<file path="src/rtl/shift_deserializer.sv">
// rtl/shift_deserializer.sv - LSB-first serial-to-parallel stage with one-word skid slot
//
// Purpose:
//   Shifts the serial bit stream in LSB-first and assembles WIDTH-bit words.
//   Each finished word goes out on a valid/ready parallel port. If the
//   consumer stalls, one more finished word is held in the shift register.
//   The serial side is back-pressured only when both the output slot and the
//   shift register hold a word.
//
// Ports:
//   clk         in   1        rising-edge clock
//   rst         in   1        asynchronous active-high reset
//   sin         in   1        serial data bit
//   sin_valid   in   1        sin carries a bit this cycle
//   sin_ready   out  1        block accepts a bit this cycle (combinational)
//   flush       in   1        synchronous discard of the partial or held word
//   pout        out  WIDTH    assembled word, bit0 = first bit received
//   pout_valid  out  1        pout holds an undelivered word
//   pout_ready  in   1        consumer takes pout this cycle
//   bit_cnt     out  CW       bits held in the shift register (WIDTH in FULL)

module shift_deserializer #(
  parameter int WIDTH = 8
) (
  input  logic                       clk,
  input  logic                       rst,
  input  logic                       sin,
  input  logic                       sin_valid,
  output logic                       sin_ready,
  input  logic                       flush,
  output logic [WIDTH-1:0]           pout,
  output logic                       pout_valid,
  input  logic                       pout_ready,
  output logic [$clog2(WIDTH+1)-1:0] bit_cnt
);

  localparam int CW = $clog2(WIDTH+1);
  localparam logic [CW-1:0] LAST_CNT = CW'(WIDTH - 1);
  localparam logic [CW-1:0] FULL_CNT = CW'(WIDTH);

  typedef enum logic [1:0] {
    IDLE  = 2'd0,
    SHIFT = 2'd1,
    FULL  = 2'd2
  } state_t;

  state_t           r_state, w_state_nxt;
  logic [WIDTH-1:0] r_shreg, w_shreg_nxt;
  logic [CW-1:0]    r_cnt,   w_cnt_nxt;
  logic [WIDTH-1:0] r_pout,  w_pout_nxt;
  logic             r_pout_valid, w_pout_valid_nxt;

  logic             w_accept;
  logic             w_drain;
  logic             w_slot_free;
  logic [WIDTH-1:0] w_word;

  // Depends on state and flush only, so the upstream can compute sin_valid
  // from sin_ready without building a combinational loop.
  assign sin_ready   = !rst && (r_state != FULL) && !flush;

  assign w_accept    = sin_valid && sin_ready;
  assign w_drain     = r_pout_valid && pout_ready;
  assign w_slot_free = !r_pout_valid || pout_ready;
  assign w_word      = {sin, r_shreg[WIDTH-1:1]};

  always_comb begin
    w_state_nxt      = r_state;
    w_shreg_nxt      = r_shreg;
    w_cnt_nxt        = r_cnt;
    w_pout_nxt       = r_pout;
    w_pout_valid_nxt = r_pout_valid;

    // The output slot drains independently of the serial side; any branch
    // below that loads a new word sets valid again.
    if (w_drain) begin
      w_pout_valid_nxt = 1'b0;
    end

    if (flush) begin
      w_shreg_nxt = '0;
      w_cnt_nxt   = '0;
      w_state_nxt = IDLE;
    end else if (r_state == FULL) begin
      // The held word moves into the slot as the consumer takes the current
      // one, so valid stays high with no bubble.
      if (w_drain) begin
        w_pout_nxt       = r_shreg;
        w_pout_valid_nxt = 1'b1;
        w_shreg_nxt      = '0;
        w_cnt_nxt        = '0;
        w_state_nxt      = IDLE;
      end
    end else if (w_accept) begin
      if (r_cnt == LAST_CNT) begin
        if (w_slot_free) begin
          w_pout_nxt       = w_word;
          w_pout_valid_nxt = 1'b1;
          w_shreg_nxt      = '0;
          w_cnt_nxt        = '0;
          w_state_nxt      = IDLE;
        end else begin
          w_shreg_nxt = w_word;
          w_cnt_nxt   = FULL_CNT;
          w_state_nxt = FULL;
        end
      end else begin
        w_shreg_nxt = w_word;
        w_cnt_nxt   = r_cnt + CW'(1);
        w_state_nxt = SHIFT;
      end
    end
  end

  always_ff @(posedge clk or posedge rst) begin
    if (rst) begin
      r_state      <= IDLE;
      r_shreg      <= '0;
      r_cnt        <= '0;
      r_pout       <= '0;
      r_pout_valid <= 1'b0;
    end else begin
      r_state      <= w_state_nxt;
      r_shreg      <= w_shreg_nxt;
      r_cnt        <= w_cnt_nxt;
      r_pout       <= w_pout_nxt;
      r_pout_valid <= w_pout_valid_nxt;
    end
  end

  assign pout       = r_pout;
  assign pout_valid = r_pout_valid;
  assign bit_cnt    = r_cnt;

endmodule

</file>
<file path="config.mk">
export PLATFORM = sky130hd
export DESIGN_NAME = shift_deserializer
export DESIGN_NICKNAME = d
export VERILOG_FILES = /design/src/rtl/shift_deserializer.sv
export SDC_FILE = /design/constraint.sdc
export NUM_CORES = 1
export LEC_CHECK = 0
export BUFFER_PORTS_ARGS = -buffer_cell sky130_fd_sc_hd__buf_4
export CAP_MARGIN = 0
export CORE_UTILIZATION = 50
export CTS_CLUSTER_SIZE = 14
export DETAILED_ROUTE_END_ITERATION = 7
export GPL_TIMING_DRIVEN = 0
export HOLD_SLACK_MARGIN = 0.06
export PLACE_DENSITY = 0.75
export SLEW_MARGIN = 20
export SYNTH_ARGS = -nofsm -noshare
export SYNTH_HDL_FRONTEND = slang
export SYNTH_SLANG_ARGS = --single-unit
export TNS_END_PERCENT = 50
</file>
<file path="constraint.sdc">
create_clock -name clk -period 2.1 [get_ports clk]
set_clock_uncertainty 0.05 [all_clocks]
set_input_delay 0.21 -clock clk [delete_from_list [all_inputs] [get_ports clk]]
set_output_delay 0.21 -clock clk [all_outputs]
set_load 0.005 [all_outputs]
</file>
[Word level (Yosys, flattened, before mapping)]
Cells that the tools add are included.
Widths: inputs -> output; s select.
Cells by class
  add/sub/neg operators: 1
  equal/unequal tests: 5
  mux-type cells: 30
  bitwise gates (word level): 1
  reduce and logical (&&, ||, !) cells: 14
Operator list (count)
  $mux 8: 11
  $mux 4: 6
  $mux 2: 6
  $mux 1: 7
  $reduce_bool 2->1: 3
  $reduce_and 5->1: 1
  $add 4x1->4 const B: 1
  $eq 4x3->1 const B: 1
  $logic_and 1x1->1: 4
  $ne 2x2->1 const B: 2
  $logic_not 1->1: 3
  $ne 3x3->1 const B: 1
  $reduce_bool 3->1: 1
  $eq 2x2->1 const B: 1
  $reduce_and 2->1: 1
  $logic_or 1x1->1: 1
  $not 1->1: 1
Word-level totals
  register bits: 23
  bits of input ports: 6
  output and inout bits: 14
  word-level logic and storage cells: 56

[Depth between registers and ports, before layout]
Gate-level depths: netlist of the first run.
  depth in word-level cells: 7
  depth in mapped cells: 5
  gate-level depth less buffers: 5

[Worst setup path before layout of the first run]
OpenSTA, ideal clock, no wires.
  kind: reg2reg
  start: register r_cnt[0] (netlist: bit_cnt[0])
  end: register r_pout[0] (netlist: pout[0])
  data arrival time: 1.504 ns
  required time: 1.983 ns
  path slack: 0.479 ns
  cell stages (with the launch flop): 6
  buffers on the path: 0
  period minus slack after synthesis: 1.621 ns
  cells stage by stage: dfrtp_1 -> ha_1 -> nand3b_4 -> o21ai_2 -> nor4b_4 -> o221a_1
Between the ends
  cells in the longest elaborated chain, start to end: 3
RTL lines
  from (decl): line 49  | logic [CW-1:0] r_cnt, w_cnt_nxt;
  from (signal assigned): line 125  | r_cnt <= w_cnt_nxt;
  $eq 4x3->1: line 95  | if (r_cnt == LAST_CNT) begin
  $reduce_bool 2->1 (no line)
  $reduce_and 5->1 (no line)
  to (signal assigned): line 126  | r_pout <= w_pout_nxt;
  to (decl): line 50  | logic [WIDTH-1:0] r_pout, w_pout_nxt;
No other way between the ends.
A chain may end at the register's enable or synchronous reset.

[Final worst setup path of the first run]
  start: register r_cnt[0] (netlist: bit_cnt[0])
  end: register r_pout[4] (netlist: pout[4])
Same word-level chain as after synthesis.

==> flow_metrics.tcl, run 1 <==
set metrics [dict create \
    htree_levels 1 \
    core_um2 2210 \
    start_util 0.532 \
    die_h_um 50.5 \
    endpoint_kind "flip-flop" \
    mostFrequentLayoutCell "dfrtp_1" \
    status "complete, no violations" \
    grt_util_all_layers 0.229 \
    peakVddDrop_uv 521 \
    drc 0 \
    worstSetupEndpoint "pout[4]" \
    rr_worst_depth 5 \
    timing.rr.start "bit_cnt[0]" \
    synth_area_leaders "dfrtp_1 49%, o221a_1 7.7%, a22o_1 6.7%" \
    clock_latency_ns 0.32 \
    synth_cell_types 37 \
    routabilityCongestion 0.761 \
    drtPass1Iterations 4 \
    reg2reg_to "pout[4]" \
    cpLargestDelayFamily "simple AND/OR/NAND/NOR gates" \
    total_power_uw 765 \
    holdCritPathClass "input pin to asynchronous set/reset pin" \
    slowest_delay_ns 0.45 \
    timing.fmax_mhz 542 \
    p_leak_nw 0.638 \
    mostFrequentLayoutCells "23 x dfrtp_1, 21 x buf_4, 9 x a22o_1" \
    yosysTopAreaCellShare 0.489 \
    postCtsSetupBuffers 0 \
    synthCells 92 \
    port_buffers 18 \
    cts_hold_buf 0 \
    utilization 0.629 \
    setup_violations 0 \
    max_cap_violations 0 \
    clockBufferDepth 2 \
    ys_seq_area_frac 0.489 \
    grt_pass1_vias 852 \
    die_area_um2 2550 \
    drt_iter0_drc 18 \
    dpl.hpwl_mm 1.75 \
    crit_type "flip-flop to flip-flop" \
    synth-seq-cells 23 \
    num_rows 17 \
    post-route-period-util 0.878 \
    yosysTopAreaCell "dfrtp_1" \
    clock-sinks 23 \
    grt_max_degree 25 \
    postRouteAntennaNets 0 \
    netlist_area_um2 1180 \
    fin_crit_ns 1.84 \
    antenna_found_initial 0 \
    syn_nets 99 \
    synth_warnings 0 \
    cts_root_buffer "clkbuf_4" \
    avgViaCountPerCell 6.15 \
    timing.critical_path.required_ns 2.26 \
    powerDensity_nw_per_um2 550 \
    grt_pass1_wl_mm 4.17 \
    cp_num_buf_inv 0 \
    max-slew-margin-rel 0.359 \
    n_fill_cell 188 \
    cts_tree "yes" \
    rsz0062_at_grt "false" \
    drv_slew 0 \
    finalHoldViolCount 0 \
    nNetsFinal 124 \
    die_width_um 50.5 \
    ff2ff_setup_slack_ns 0.26 \
    drive_gt1_frac 0.371 \
    grt-ovfl-total 0 \
    start_kind "flip-flop" \
    vias 885 \
    boundaryPins 20 \
    tns_ns 0 \
    finalWirelength_mm 2.48 \
    crit_cells 5 \
    worstPathCellList "ha_1 -> nand3b_4 -> nor4_4 -> nand2_2 -> o221a_1" \
    cts_resized 0 \
    num_antenna_cells 0 \
    cp_slowest_cell "dfrtp_1" \
    cp.arrival_ns 2.01 \
    startpoint "bit_cnt[0]" \
    worst_slew_pin_slew_ns 0.960 \
    cts_inserted_buffers 3 \
    wl_per_cell_um 17.2 \
    clk_transition_reported_paths_ns 0.13 \
    timing.hold.ws_ns 0.0587 \
    area_growth_pct 18.3 \
    synth.avg_cell_area_um2 12.8 \
    worstPathMaxFanout 8 \
]
-- flip-flops by register name (all words and copies together) (netlist names) --
register	flops
r_state	2
r_shreg	8
bit_cnt	4
pout	8
pout_valid	1
-- cells in the mapped netlist, drive strengths merged --
| library cell | number |
|---|---|
| a21oi | 1 |
| a22o | 9 |
| a311o | 1 |
| a311oi | 1 |
| and2b | 1 |
| and4b | 1 |
| buf | 2 |
| dfrtp | 23 |
| ha | 1 |
| inv | 3 |
| mux2i | 3 |
| nand2 | 5 |
| nand2b | 2 |
| nand3 | 3 |
| nand3b | 1 |
| nand4 | 2 |
| nor2 | 4 |
| nor2b | 1 |
| nor3 | 2 |
| nor4 | 1 |
| nor4b | 1 |
| o2111ai | 1 |
| o21a | 1 |
| o21ai | 3 |
| o221a | 8 |
| o22ai | 1 |
| or2 | 1 |
| or2b | 1 |
| or3 | 8 |
-- routing by layer --
metal	GRT usage	up-vias	wire [um]	part of all wire
met5	0	-	0	0
met4	0.116	0	62	0.025
met3	0.0273	6	69	0.028
met2	0.347	23	1160	0.47
met1	0.323	446	1190	0.48
li1	-	410	-	-
-- per-stage QoR --
stage,area [um^2],setup slack [ns],std cells
CTS,1380,0.145,142
global placement,1350,0.172,138
global route,1390,0.0929,144
detailed placement,1350,0.146,138
finish,1390,0.255,144
floorplan,1180,0.479,92
-- area by class of cell --
cell class	count	area, um^2	share of cell area
Sequential cell	23	576	0.414
Clock inverter	1	7.51	0.00540
Tap cell	28	35.0	0.0252
Buffer	2	22.5	0.0162
Inverter	3	11.3	0.00809
Timing Repair Buffer	20	150	0.108
Multi-Input combinational cell	64	567	0.407
Clock buffer	3	22.5	0.0162
-- report_power, final --
| part | internal, mW | leakage, nW | switching (mW) |
|---|---|---|---|
| clock network | 0.0728 | 0.0139 | 0.140 |
| logic | 0.0416 | 0.321 | 0.0431 |
| registers | 0.456 | 0.304 | 0.0107 |
| total | 0.570 | 0.638 | 0.194 |
-- worst reg2reg max path: cells and delay by family, from the launching register on --
family	cells	cell delay, ns
AO/OA/AOI/OAI	1	0.29
adder cells (fa/ha/maj)	1	0.29
flip-flops	1	0.45
AND/OR/NAND/NOR	3	0.66
-- cells by family after synthesis --
family,count (synthesis),synth area share
simple gates,34,0.232
mux,3,0.0255
compound gates,26,0.214
fa+ha+maj,1,0.0106
buf+inv,5,0.0287
flops,23,0.489
-- worst min path at each step --
stage	from	end	slack [ns]	cells past startpoint
floorplan	rst	bit_cnt[0]	0.19	1
global placement	r_shreg[0]	r_shreg[0]	0.43	1
detailed placement	r_shreg[0]	r_shreg[0]	0.43	1
CTS	rst	pout[6]	0.08	2
global route	rst	bit_cnt[2]	0.12	2
finish	rst	pout[6]	0.06	2
Note: power is estimated with default switching activity, not from simulation.
==> inputs of run 2 (changes only) <==
CORE_MARGIN = 2   (was unset)
==> run 2 against run 1 <==
Net effect: non-clock buffer count decreased by 2; die area increased by 8.1%; sequential power about the same; final area decreased by 1.1%; flip-flop and latch count unchanged; combinational power decreased by 0.8%; critical path type unchanged.
==> flow_metrics.tcl, run 2 (synthesized netlist as in run 1, its figures left out) <==
set metrics [dict create \
    die_area_um2 2760 \
    finalWirelength_mm 2.38 \
    avgViaCountPerCell 6.01 \
    cts_resized 0 \
    cts_tree "yes" \
    drive_gt1_frac 0.360 \
    core_um2 2210 \
    drv_slew 0 \
    start_util 0.532 \
    dpl.hpwl_mm 1.69 \
    htree_levels 1 \
    mostFrequentLayoutCells "23 x dfrtp_1, 19 x buf_4, 9 x a22o_1" \
    drc 0 \
    status "complete, no violations" \
    max_cap_violations 0 \
    boundaryPins 20 \
    utilization 0.622 \
    finalHoldViolCount 0 \
    timing.critical_path.required_ns 2.30 \
    clock-sinks 23 \
    start_kind "flip-flop" \
    area_growth_pct 17.0 \
    max-slew-margin-rel 0.358 \
    cp.arrival_ns 2.13 \
    grt-ovfl-total 0 \
    cts_inserted_buffers 3 \
    cts_root_buffer "clkbuf_4" \
    num_antenna_cells 0 \
    die_width_um 52.5 \
    postRouteAntennaNets 0 \
    mostFrequentLayoutCell "dfrtp_1" \
    wl_per_cell_um 16.7 \
    swShare 0.246 \
    tns_ns 0 \
    rsz0062_at_grt "false" \
    power_switching_uw 186 \
    clock_latency_ns 0.30 \
    p_leak_nw 0.627 \
    drtPass1Iterations 4 \
    p_seq_frac 0.617 \
    grt_util_all_layers 0.201 \
    combPwrFrac 0.111 \
    num_rows 17 \
    peakVddDrop_uv 531 \
    nNetsFinal 122 \
    clk_transition_reported_paths_ns 0.13 \
    postCtsSetupBuffers 0 \
    setup_violations 0 \
    antenna_found_initial 0 \
    crit_type "flip-flop to flip-flop" \
    port_buffers 18 \
    grt_pass1_vias 821 \
    holdCritPathClass "input pin to asynchronous set/reset pin" \
    cts_hold_buf 0 \
    timing.fmax_mhz 518 \
    post-route-period-util 0.919 \
    grt_max_degree 25 \
    powerDensity_nw_per_um2 550 \
    worst_slew_pin_slew_ns 0.963 \
    ff2ff_setup_slack_ns 0.17 \
    vias 854 \
    p_int_uw 570 \
    drt_iter0_drc 14 \
    die_h_um 52.5 \
    fin_crit_ns 1.93 \
    clockBufferDepth 2 \
    routabilityCongestion 0.798 \
    worstPathMaxFanout 8 \
    grt_pass1_wl_mm 4.04 \
    endpoint_kind "flip-flop" \
    pwr-share-clk 0.272 \
]
-- run 2: cell count changes in the layout (fill, tap and decap cells not counted) --
cell / change
buf_4: -2
-- run 2: through the flow --
| stage | instance area, um^2 | cells | power [mW] | hold WS [ns] | setup WS (ns) |
|---|---|---|---|---|---|
| final | 1380 | 142 | 0.756 | 0.0724 | 0.170 |
| after global routing | 1380 | 142 | 0.790 | 0.140 | 0.0273 |
| after CTS | 1380 | 142 | 0.769 | 0.0816 | 0.122 |
| after detailed placement | 1350 | 138 | 0.560 | 0.434 | 0.172 |
| after global placement | 1350 | 138 | 0.559 | 0.433 | 0.173 |
| after floorplan | 1180 | 92 | 0.521 | 0.192 | 0.479 |
-- run 2: path summary, 6_finish.rpt --
kind	start	to	cells past startpoint
hold reg to reg	r_shreg[0]	r_shreg[0]	1
min in group clk	sin	pout[7]	2
setup reg to reg	bit_cnt[0]	pout[4]	5
hold / removal	rst	pout[6]	2
setup / recovery	bit_cnt[0]	pout[4]	5
max in group asynchronous	rst	pout[3]	2
-- run 2: metal layers --
layer | part of all wire | vias to the layer above | global-route usage
met3 | 0.027 | 2 | 0.0257
met2 | 0.47 | 16 | 0.308
met1 | 0.50 | 432 | 0.301
li1 | - | 404 | -
met4 | 0.0059 | 0 | 0.0513
met5 | 0 | - | 0
-- run 2: final cells by class --
type	count	area, um^2
plain buffers	2	22.5
clock buffers	3	22.5
clock inverters	1	7.51
fillers	188	836
inverters	3	11.3
multi-input cells	64	567
flip-flops and latches	23	576
well taps	28	35.0
repair buffers	18	135
-- run 2: power groups by stage --
stage | clock network (mW) | logic (mW) | registers, mW
after global routing | 0.229 | 0.0929 | 0.469
final | 0.206 | 0.0840 | 0.467
after global placement | 0 | 0.0847 | 0.474
after detailed placement | 0 | 0.0852 | 0.475
after CTS | 0.217 | 0.0851 | 0.467
after floorplan | 0 | 0.0470 | 0.474
-- run 2: critical path, stage by stage (launching register included) --
cell and delay (ns):
dfrtp_1 0.47, ha_1 0.29, nand3b_4 0.15, o21ai_2 0.16, nor4b_4 0.46, o221a_1 0.29
